==> src/rtl/axis_upsizer.sv <==
// axis_upsizer: packs RATIO consecutive DATA_W-bit AXI-Stream beats, little-endian, into one registered wide word.
// Optional macro AXIS_UPSIZER_TLAST_EN adds tlast_i/tlast_o/tkeep_o with early word completion on tlast_i.
module axis_upsizer #(
  parameter int DATA_W = 4,
  parameter int RATIO  = 4
) (
  input  logic                    clk_i,
  input  logic                    arstn_i,
  input  logic                    tvalid_i,
  output logic                    tready_o,
  input  logic [DATA_W-1:0]       tdata_i,
`ifdef AXIS_UPSIZER_TLAST_EN
  input  logic                    tlast_i,
  output logic                    tlast_o,
  output logic [RATIO-1:0]        tkeep_o,
`endif
  output logic                    tvalid_o,
  input  logic                    tready_i,
  output logic [DATA_W*RATIO-1:0] tdata_o
);

  localparam int                CNT_W    = $clog2(RATIO);
  localparam int                WORD_W   = DATA_W * RATIO;
  localparam int                ACC_W    = DATA_W * (RATIO - 1);
  localparam logic [CNT_W-1:0]  LAST_CNT = CNT_W'(RATIO - 1);

  logic [CNT_W-1:0]  r_cnt;
  logic [ACC_W-1:0]  r_acc;
  logic              r_tvalid;
  logic [WORD_W-1:0] r_tdata;
  logic              w_complete;
  logic              w_tready;
  logic              w_accept;
  logic [WORD_W-1:0] w_word;

`ifdef AXIS_UPSIZER_TLAST_EN
  logic              r_tlast;
  logic [RATIO-1:0]  r_tkeep;
  logic [RATIO-1:0]  w_keep;

  assign w_complete = (r_cnt == LAST_CNT) || tlast_i;
  assign tlast_o    = r_tlast;
  assign tkeep_o    = r_tkeep;
`else
  assign w_complete = (r_cnt == LAST_CNT);
`endif

  // The completing beat may only enter when the output register is empty or draining now
  assign w_tready = !w_complete || !r_tvalid || tready_i;
  assign w_accept = tvalid_i && w_tready;
  assign tready_o = w_tready;
  assign tvalid_o = r_tvalid;
  assign tdata_o  = r_tdata;

  // Assemble the candidate output word: stored lanes below cnt, incoming beat at cnt, zero above
  always_comb begin
    w_word = '0;
    for (int j = 0; j < RATIO - 1; j++) begin
      if (CNT_W'(j) == r_cnt) begin
        w_word[j*DATA_W +: DATA_W] = tdata_i;
      end else if (CNT_W'(j) < r_cnt) begin
        w_word[j*DATA_W +: DATA_W] = r_acc[j*DATA_W +: DATA_W];
      end else begin
        w_word[j*DATA_W +: DATA_W] = {DATA_W{1'b0}};
      end
    end
    if (r_cnt == LAST_CNT) begin
      w_word[WORD_W-1 -: DATA_W] = tdata_i;
    end else begin
      w_word[WORD_W-1 -: DATA_W] = {DATA_W{1'b0}};
    end
  end

`ifdef AXIS_UPSIZER_TLAST_EN
  // Lane-fill mask for the word being completed
  always_comb begin
    w_keep = '0;
    for (int j = 0; j < RATIO; j++) begin
      if (CNT_W'(j) <= r_cnt) begin
        w_keep[j] = 1'b1;
      end else begin
        w_keep[j] = 1'b0;
      end
    end
  end
`endif

  // Beat counter and partial-word accumulator
  always_ff @(posedge clk_i or negedge arstn_i) begin
    if (!arstn_i) begin
      r_cnt <= '0;
      r_acc <= '0;
    end else if (w_accept) begin
      if (w_complete) begin
        r_cnt <= '0;
      end else begin
        r_cnt <= r_cnt + CNT_W'(1);
      end
      for (int j = 0; j < RATIO - 1; j++) begin
        if (r_cnt == CNT_W'(j)) begin
          r_acc[j*DATA_W +: DATA_W] <= tdata_i;
        end
      end
    end
  end

  // Output register: loads on word completion, clears on transfer, holds under backpressure
  always_ff @(posedge clk_i or negedge arstn_i) begin
    if (!arstn_i) begin
      r_tvalid <= 1'b0;
      r_tdata  <= '0;
`ifdef AXIS_UPSIZER_TLAST_EN
      r_tlast  <= 1'b0;
      r_tkeep  <= '0;
`endif
    end else if (w_accept && w_complete) begin
      r_tvalid <= 1'b1;
      r_tdata  <= w_word;
`ifdef AXIS_UPSIZER_TLAST_EN
      r_tlast  <= tlast_i;
      r_tkeep  <= w_keep;
`endif
    end else if (r_tvalid && tready_i) begin
      r_tvalid <= 1'b0;
    end
  end

endmodule

==> config.mk <==
export PLATFORM = sky130hd
export DESIGN_NAME = axis_upsizer
export DESIGN_NICKNAME = d
export VERILOG_FILES = /design/src/rtl/axis_upsizer.sv
export SDC_FILE = /design/constraint.sdc
export NUM_CORES = 1
export LEC_CHECK = 0
export ABC_AREA = 1
export BUFFER_PORTS_ARGS = -buffer_cell sky130_fd_sc_hd__buf_2
export CORE_MARGIN = 3
export CORE_UTILIZATION = 35
export CTS_CLUSTER_SIZE = 20
export DETAILED_ROUTE_END_ITERATION = 6
export SETUP_SLACK_MARGIN = 0.3
export SLEW_MARGIN = 20
export SYNTH_ARGS = -nofsm -noshare
export SYNTH_HDL_FRONTEND = slang
export SYNTH_SLANG_ARGS = --single-unit
==> constraint.sdc <==
create_clock -name clk_i -period 2.7 [get_ports clk_i]
set_clock_uncertainty 0.05 [all_clocks]
set_input_delay 0.675 -clock clk_i [delete_from_list [all_inputs] [get_ports clk_i]]
set_output_delay 0.675 -clock clk_i [all_outputs]
set_load 0.005 [all_outputs]
==> results.py <==
metrics = {
    "global_route": {
        "grt_first_pass_wirelength_um": 5430,
        "grt_pass1_vias": 1196,
        "grt.total_usage_pct": 13.6,
        "overflow": 0,
        "grt_start_max_net_pins": 32,
        "antenna_found_initial": 0,
    },
    "critical_path": {
        "r2r_cells": 5,
        "worstPathRequired_ps": 1980,
        "timing.rr.start": "r_cnt[1]",
        "ff2ff_setup_slack_ps": 1060,
        "path_class": "register to primary output",
        "worstPathArrival_ps": 1500,
        "start_kind": "register",
        "crit_path_end_kind": "primary output",
        "crit_fanout": 18,
        "crit_path_start": "r_cnt[1]",
    },
    "placed_design": {
        "postPlaceCellArea_mm2": 0.00164,
        "gp_congestion": 0.802,
        "hpwl_um": 2140,
        "dp.cells": 242,
        "portBuffers": 25,
    },
    "timing": {
        "setup_viol": 0,
        "finalSetupTns_ps": 0,
        "final_max_slew_viol_count": 0,
        "whs_ps": 385,
        "rsz0062_at_grt": "no",
        "hold_violations": 0,
        "post-route-period-util_pct": 82.5,
        "worstMarginPinSlew_ps": 693,
        "fmax_mhz": 449,
        "max_slew_margin_pct": 53.8,
        "fin_crit_ps": 2230,
    },
    "cells_and_area": {
        "antenna_cells": 0,
        "mostFrequentLayoutCells": "78 x nand2_1, 31 x dfrtp_1, 25 x buf_2",
        "layout_commonest_cell": "nand2_1",
        "finalNetCount": 211,
        "layout-drive-gt1-share_pct": 23.2,
        "fin_cells": 248,
        "final_area_mm2": 0.00172,
        "synthToLayoutAreaGrowth_pct": 11.3,
        "n_fill_cell": 440,
    },
    "route": {
        "drt-pass1-iter-count": 4,
        "ant_nets": 0,
        "viasPerCell": 4.73,
        "vias": 1174,
        "finalWirelength_um": 3150,
        "drc": 0,
        "drt_iter0_drc": 104,
        "wl_per_cell_um": 12.7,
    },
    "floorplanning": {
        "io_pins": 26,
        "coreArea_mm2": 0.00412,
        "die_x_um": 72.4,
        "num_rows": 23,
        "die_area_mm2": 0.00524,
        "die_y_um": 72.4,
        "start_util_pct": 37.5,
    },
    "synth": {
        "ys_types": 17,
        "ys_warn_count": 0,
        "synthesis.area_mm2": 0.00154,
        "yosysSeqAreaShare_pct": 50.3,
        "synth_area_per_cell_um2": 8.76,
        "synth_seq_cells": 31,
        "synth.net_count": 188,
        "syn_inst": 176,
    },
    "run": {
        "maxCapViolations": 0,
    },
    "clocking": {
        "tritoncts": "yes",
        "ctsLongestPathBuffers": 2,
        "holdBufCountCts": 0,
        "cts_buffers": 5,
        "cts_htree_levels": 2,
        "insertion_delay_ps": 280,
        "clkTransAtPathRegs_ps": 60,
        "cts_sinks": 31,
        "cts_root_buf": "clkbuf_8",
    },
    "outcome": {
        "status": "completed",
    },
    "power_and_ir_drop": {
        "vdd_ir_drop_max_mv": 0.232,
        "power_density_mw_per_mm2": 1020,
        "power_leakage_nw": 0.942,
        "power_mw": 1.74,
    },
    "hold_path": {
        "hold_class": "input port to asynchronous set/reset pin",
    },
}
[flip-flops by register name, indices dropped and copies added, names as in the netlist]
| name | flops |
|---|---|
| r_acc | 12 |
| tvalid_o | 1 |
| r_cnt | 2 |
| tdata_o | 16 |
[report_power, final]
part / internal, mW / total (mW) / switching [mW]
Clock: 0.171 / 0.327 / 0.156
Combinational: 0.259 / 0.644 / 0.385
Sequential: 0.652 / 0.771 / 0.118
[layer usage]
| layer | vias up | track usage [%] | share of wire [%] |
|---|---|---|---|
| met2 | 16 | 22.1 | 47 |
| met5 | - | 0 | 0 |
| met1 | 537 | 16.6 | 48 |
| li1 | 614 | - | - |
| met4 | 0 | 8.14 | 2.4 |
| met3 | 7 | 2.91 | 2.7 |
[through the flow]
step / worst slack [ps] / util (%)
2_1_floorplan: 939 / -
3_3_place_gp: 701 / 39.9
3_5_place_dp: 682 / 39.9
4_1_cts: 370 / 41.6
5_1_grt: 379 / 41.7
6_report: 472 / 41.7
[cell usage after synthesis]
cell	number	area share, %
nand2_1	78	19
dfrtp_1	31	50
nand3_1	12	3.9
nand4_1	12	4.9
inv_1	9	2.2
o21ai_2	8	4.5
buf_2	4	1.3
ha_1	4	3.2
nand2_2	4	1.6
o21ai_0	4	1.3
buf_6	3	2.2
nand3_4	2	2.3
buf_12	1	1.3
buf_8	1	0.97
inv_2	1	0.24
o21ai_1	1	0.32
or2_0	1	0.41
[layout make-up]
cell class | count | area, um2 | area share (%)
flip-flops and latches | 31 | 776 | 45.2
multi-input cells | 126 | 642 | 37.4
repair buffers | 25 | 125 | 7.29
clock buffers | 6 | 72.6 | 4.23
well taps | 50 | 62.6 | 3.65
inverters | 10 | 37.5 | 2.19
[worst paths after layout]
check                              end
max                           tready_o
min                        tdata_o[13]
max reg2reg                 tdata_o[9]
min reg2reg                   r_acc[2]
max in group asynchronous   tdata_o[2]
min in group clk_i            r_acc[2]
[worst max-delay path: stages (launching register included)]
cell	delay [ps]
dfrtp_1	470
ha_2	340
nand3_4	220
buf_2	200
[cells by family after synthesis]
group,count (synthesis),synth area share (%)
adders and majority gates,4,3.25
DFF,31,50.3
AOI/OAI and AO/OA,13,6.17
buffers and inverters,19,8.20
and+or+nand+nor,109,32.1
[what timing repair did]
action                                  4_1_cts  5_1_grt
endpoints found under the setup margin        0        1
gates resized for setup                       0        1
buffers inserted                              0        0
(Power assumes the default switching activity.)
